**src/rtl/pc_ctrl.sv**
```systemverilog
// PC next-address controller: boot vector, redirects, stall, halt/resume.
// Optional interrupt entry/return with saved EPC under `PC_CTRL_IRQ_EN.
module pc_ctrl #(
  parameter int WIDTH = 19,
  parameter logic [WIDTH-1:0] RESET_VEC = '0,
  parameter logic [WIDTH-1:0] IRQ_VEC = WIDTH'(19'h7FF00)
) (
  input  logic             clk,
  input  logic             reset,
  input  logic [WIDTH-1:0] pc,
  input  logic             stall,
  input  logic             branch_taken,
  input  logic [WIDTH-1:0] branch_target,
  input  logic             jump,
  input  logic [WIDTH-1:0] jump_target,
  input  logic             halt,
  input  logic             resume,
  input  logic             irq,
  input  logic             reti,
  output logic             pcwrite,
  output logic [WIDTH-1:0] next_pc,
  output logic             flush,
  output logic             halted,
  output logic             in_isr,
  output logic [WIDTH-1:0] epc
);

  typedef enum logic [1:0] {
    BOOT,
    RUN,
    HALT
  } state_t;

  state_t state_q, state_d;

  logic             redir;
  logic [WIDTH-1:0] tgt;
  logic             irq_ok;
  logic             reti_ok;
  logic [WIDTH-1:0] epc_q;

  assign redir = branch_taken | jump;
  assign tgt   = branch_taken ? branch_target : jump_target;

`ifdef PC_CTRL_IRQ_EN
  logic isr_q;
  logic take_irq;
  logic take_reti;

  assign irq_ok  = irq & ~isr_q;
  assign reti_ok = reti & isr_q;

  assign take_irq = irq_ok &
    (((state_q == RUN) & ~halt) | (state_q == HALT));
  assign take_reti = reti_ok & ~irq_ok & ~halt &
    (state_q == RUN);

  always_ff @(posedge clk or posedge reset) begin
    if (reset) begin
      isr_q <= 1'b0;
      epc_q <= '0;
    end else if (take_irq) begin
      isr_q <= 1'b1;
      // resume point is where the redirected stream would have gone
      epc_q <= ((state_q == RUN) && redir) ? tgt : pc;
    end else if (take_reti) begin
      isr_q <= 1'b0;
    end
  end

  assign in_isr = isr_q;
  assign epc    = epc_q;
`else
  logic unused_irq;

  assign unused_irq = irq ^ reti;
  assign irq_ok     = 1'b0;
  assign reti_ok    = 1'b0;
  assign epc_q      = '0;
  assign in_isr     = 1'b0;
  assign epc        = '0;
`endif

  always_ff @(posedge clk or posedge reset) begin
    if (reset) state_q <= BOOT;
    else       state_q <= state_d;
  end

  always_comb begin
    state_d = state_q;
    pcwrite = 1'b0;
    next_pc = pc;
    flush   = 1'b0;
    unique case (state_q)
      BOOT: begin
        pcwrite = 1'b1;
        next_pc = RESET_VEC;
        flush   = 1'b1;
        state_d = RUN;
      end
      RUN: begin
        if (halt) begin
          flush   = 1'b1;
          state_d = HALT;
        end else if (irq_ok) begin
          pcwrite = 1'b1;
          next_pc = IRQ_VEC;
          flush   = 1'b1;
        end else if (reti_ok) begin
          pcwrite = 1'b1;
          next_pc = epc_q;
          flush   = 1'b1;
        end else if (redir) begin
          pcwrite = 1'b1;
          next_pc = tgt;
          flush   = 1'b1;
        end else if (!stall) begin
          pcwrite = 1'b1;
          next_pc = pc + WIDTH'(1);
        end
      end
      HALT: begin
        if (irq_ok) begin
          pcwrite = 1'b1;
          next_pc = IRQ_VEC;
          flush   = 1'b1;
          state_d = RUN;
        end else if (resume) begin
          state_d = RUN;
        end
      end
      default: state_d = BOOT;
    endcase
    // outputs are quiet while reset is held
    if (reset) begin
      pcwrite = 1'b0;
      next_pc = RESET_VEC;
      flush   = 1'b0;
    end
  end

  assign halted = (state_q == HALT);

endmodule

```
**config.mk**
```make
export PLATFORM = sky130hd
export DESIGN_NAME = pc_ctrl
export DESIGN_NICKNAME = d
export VERILOG_FILES = /design/src/rtl/pc_ctrl.sv
export SDC_FILE = /design/constraint.sdc
export NUM_CORES = 1
export LEC_CHECK = 0
export CAP_MARGIN = 25
export CELL_PAD_IN_SITES_DETAIL_PLACEMENT = 1
export CELL_PAD_IN_SITES_GLOBAL_PLACEMENT = 2
export CORE_ASPECT_RATIO = 1.25
export CORE_MARGIN = 8
export CORE_UTILIZATION = 16
export CTS_CLUSTER_DIAMETER = 40
export DETAILED_ROUTE_END_ITERATION = 10
export GPL_TIMING_DRIVEN = 0
export PLACE_DENSITY = 0.78
export SLEW_MARGIN = 30
export SYNTH_ARGS = -nofsm -noshare
export SYNTH_HDL_FRONTEND = slang
export SYNTH_SLANG_ARGS = --single-unit
```
**constraint.sdc**
```tcl
create_clock -name clk -period 3.05 [get_ports clk]
set_clock_uncertainty 0.2 [all_clocks]
set_input_delay 0.4575 -clock clk [delete_from_list [all_inputs] [get_ports clk]]
set_output_delay 0.4575 -clock clk [all_outputs]
set_load 0.005 [all_outputs]
```
Yosys cells after proc, flatten, opt, wreduce, memory -nomap -nowiden --
Cells that the tools add are included.
Storage, ports and cells: input port bits 66, word-level logic and storage cells 27, bits in registers 2, output and inout port bits 42
Cells by class: mux-type cells 18, add/subtract/negate cells 1, reductions and logical operators 2, eq/ne operators 4, bitwise logic cells 1
Operators by type and width (count):
- 19-bit 2-to-1 mux | 5
- 19-bit one-hot mux with 2 select lines | 1
- 19-bit by 1-bit adder with 19-bit output, second input constant | 1
- 1-bit 2-to-1 mux | 7
- 2-bit one-hot mux with 3 select lines | 1
- 2-bit 2-to-1 mux | 2
- 2-bit != test, second input constant | 2
- 1-bit one-hot mux with 2 select lines | 2
- 2-bit by 1-bit == test with 1-bit output, second input constant | 1
- 2-bit == test, second input constant | 1
- 2-bit zero test | 1
- 2-bit AND reduction | 1
- 1-bit bitwise OR | 1

Logic depth before layout (Yosys ltp) --
depth after elaboration 6, mapped depth 7, mapped depth without buffers 5

Worst setup path before layout --
OpenSTA, ideal clock, no wires.
path type in2out, start point input port stall, end point output port next_pc[10], stages 6, arrival 1.977 ns, slack 0.416 ns, buffers on the path 2, path through buf_2 > nand4b_4 > or4_1 > clkbuf_2 > or4b_1 > a31oi_1
On the way: cells in the longest elaborated chain, start to end 5
RTL lines:
- start, declared | RTL line 11 | input logic stall,
- 19-bit 2-to-1 mux | RTL line 117 | end else if (!stall) begin
- 19-bit 2-to-1 mux | RTL line 113 | end else if (redir) begin
- 19-bit 2-to-1 mux | RTL line 102 | if (halt) begin
- 19-bit one-hot mux with 2 select lines | RTL line 94 | unique case (state_q)
- 19-bit 2-to-1 mux | RTL line 135 | if (reset) begin
- end, declared | RTL line 21 | output logic [WIDTH-1:0] next_pc,
No other way between the ends.

Worst setup path after layout --
start point input port halt, end point output port next_pc[9]
On the way: cells in the longest elaborated chain, start to end 3
RTL lines:
- start, declared | RTL line 16 | input logic halt,
- 19-bit 2-to-1 mux | RTL line 102
- 19-bit one-hot mux with 2 select lines | RTL line 94
- 19-bit 2-to-1 mux | RTL line 135
No other way between the ends.

==> flow_summary.yaml <==
synth:
  synthTopCellsByArea: "buf_4 (10%), nand2_1 (7.8%), a21oi_1 (4.2%)"
  synth_fa_ha_area_share_pct: 0.870
  async_flop_share_pct: 100
  synth.most_common_cell: "nand2_1"
  syn_inst: 215
  syn-mean-instance-area_sq_um: 6.69
  synth_cell_types: 69
  synth_compound_area_share_pct: 42.3
  synth_edf_count: 0
  synth-seq-cells: 2
  synth-main-ff-cell: "dfrtp_1"
  yosys.area.top_type: "buf_4"
  synth_commonest_cells: "nand2_1 (30), buf_4 (20), a21oi_1 (12), clkbuf_1 (11), inv_1 (8)"
  muxShareOfSynthArea_pct: 0.696
  synth_top_family_by_area: "compound AO/OA/AOI/OAI gates"
  ys_warn_count: 0
  syn_area_sq_um: 1440
  synth_simple_gate_area_share_pct: 33.7
  seq_area_frac_synth_pct: 3.48
  synth_xor_area_share_pct: 1.22
  yosys.area.top_type_share_pct: 10.4
cts:
  htree_levels: 1
  clock-sinks: 2
  cts_tree: "done"
  cts-root-buf: "clkbuf_8"
  clk-insertion-delay-late_ps: 210
  clk_pin_slew_worst_paths_ps: 30
  clk_path_buf_depth: 2
  numCtsBuffers: 3
finish:
  drive_gt1_share_pct: 21.9
  nets: 393
  multi_input_area_sq_um: 1250
  top_regs: "state_q: 2 flops"
  fillers: 1074
  n_antenna_cell: 0
  area.sequential_sq_um: 50.0
  largest_reg_flops: 2
  area_delta_synth_final_pct: 81.1
  regMostFlops: "state_q"
  final_core_util_pct: 30.0
detailed_routing:
  drc: 0
  dr.pass1.iters: 4
  wirelength_microns: 7950
  ant_nets: 0
  drt_iter0_drc: 63
  viasPerCell: 4.74
  num_vias: 2104
  wl_per_cell_microns: 17.9
floorplan:
  start_util_pct: 16.5
  fp-row-count: 38
  die_h_microns: 122
  io_pins: 108
  die_x_microns: 101
  core_area_sq_um: 8700
  die-area_sq_um: 12300
outcome:
  status: "finished clean"
timing:
  setup_tns_ps: 0
  layout_setup_ws_ps: 66.1
  timing.fmax_mhz: 335
  rsz0062_at_grt: "yes"
  hold_viol: 0
  period_share_pct: 97.8
  fin_hold_ws_ps: 414
  finalMaxSlewViolations: 0
  finalCriticalPeriod_ps: 2980
  setup_viol: 0
worst_setup_path:
  slowest_delay_ps: 570
  cp_max_fo: 7
  end_kind: "output port"
  slowest_stage: "clkdlybuf4s50_1"
  crit_start: "halt"
  r2r-start: "state_q[1]"
  crit_chain: "dlygate4sd2_1 > nor3b_4 > buf_4 > buf_12 > o221a_1 > a21oi_1 > o32ai_1 > clkdlybuf4s50_1"
  worstSetupStartpointType: "input pin"
  crit_required_ps: 2390
  critical_path_class: "input pin to output port"
  arrival_ps: 2330
place:
  portBuffers: 83
  place_ws_ps: -935
  gp_congestion: 0.808
  hpwlAfterDp_microns: 6420
run:
  cap_violations: 0
min_path:
  min_from: "state_q[0]"
  hold_class: "flop to flop"
power:
  total_power_uw: 912
  p_per_area_nw_per_um2: 350
  irDropWorstVdd_mv: 0.102
  leakagePower_uw: 0.00107
grt:
  grt_pass1_vias: 2301
  globalRouteOverflowTotal: 0
  grt_use_total_pct: 12.5
  antenna_found_initial: 0
  grt_start_max_net_pins: 12
  grt_pass1_wl_microns: 12300
-- area by class of cell --
cell class	count	share of cell area [%]
flip-flops and latches	2	1.92
multi-input cells	186	47.9
inverters	10	1.44
well taps	120	5.76
clock buffers	3	1.58
repair buffers	89	32.0
plain buffers	34	9.46
-- path summary, 6_finish.rpt --
| kind | endpoint | slack (ps) | cells after the start |
|---|---|---|---|
| min in group asynchronous | state_q[0] | 600 | 3 |
| worst min-delay path | state_q[0] | 410 | 1 |
| worst max-delay path | next_pc[9] | 70 | 8 |
| worst min register to register | state_q[0] | 410 | 1 |
| max in group asynchronous | state_q[1] | 1830 | 3 |
| worst max register to register | state_q[0] | 1540 | 4 |
-- what timing repair did --
action / in CTS / in global routing
resized for setup: 78 / 7
hold buffers: 0 / 0
pin swaps: 6 / 0
endpoints found under the setup margin: 21 / 10
buffers inserted: 5 / 1
-- worst max-delay path: cells and delay by family --
kind            cells  cell delay [ps]
buf+inv             4             1160
compound gates      3              470
simple gates        1              220
-- cell families (layout without fill, tap and decap cells) --
| kind of cell | count (synthesis) | after routing |
|---|---|---|
| adders and majority gates | 1 | 1 |
| buffers and inverters | 46 | 136 |
| xor gates and xnor gates | 2 | 2 |
| DFF | 2 | 2 |
| muxes | 1 | 1 |
| other | 1 | 20 |
| AOI/OAI and AO/OA | 79 | 79 |
| and+or+nand+nor | 83 | 83 |
-- power breakdown --
| group | switching [uW] | internal [uW] |
|---|---|---|
| Clock | 19.7 | 83.4 |
| Sequential | 29.9 | 38.9 |
| Combinational | 336 | 405 |
| Total | 385 | 527 |
-- layer usage --
| layer | share of wire [%] | vias up | GRT usage (%) |
|---|---|---|---|
| met5 | 0 | - | 0 |
| met4 | 0.67 | 0 | 2.46 |
| met3 | 7.3 | 4 | 3.20 |
| met2 | 52 | 62 | 24.0 |
| met1 | 40 | 1018 | 13.3 |
| li1 | - | 1020 | - |
-- through the flow --
stage / instances / cell area [sq um]
CTS: 444 / 2610
floorplan: 234 / 1510
detailed placement: 437 / 2490
finish: 444 / 2610
global route: 444 / 2610
global placement: 437 / 2490
-- layout by cell type (no fill, tap or decap), drive strengths merged, types with 4 or more instances in the layout --
cell,n
clkdlybuf4s50,63
buf,38
nand2,30
conb,20
clkbuf,16
a21oi,12
inv,10
nor2,7
o221ai,6
dlygate4sd2,6
o21ai,6
nand4,5
o21a,5
nor3,5
o22ai,5
o221a,5
nand2b,4
a211o,4
and3,4
nand4b,4
Note: power is estimated with default switching activity, not from simulation.
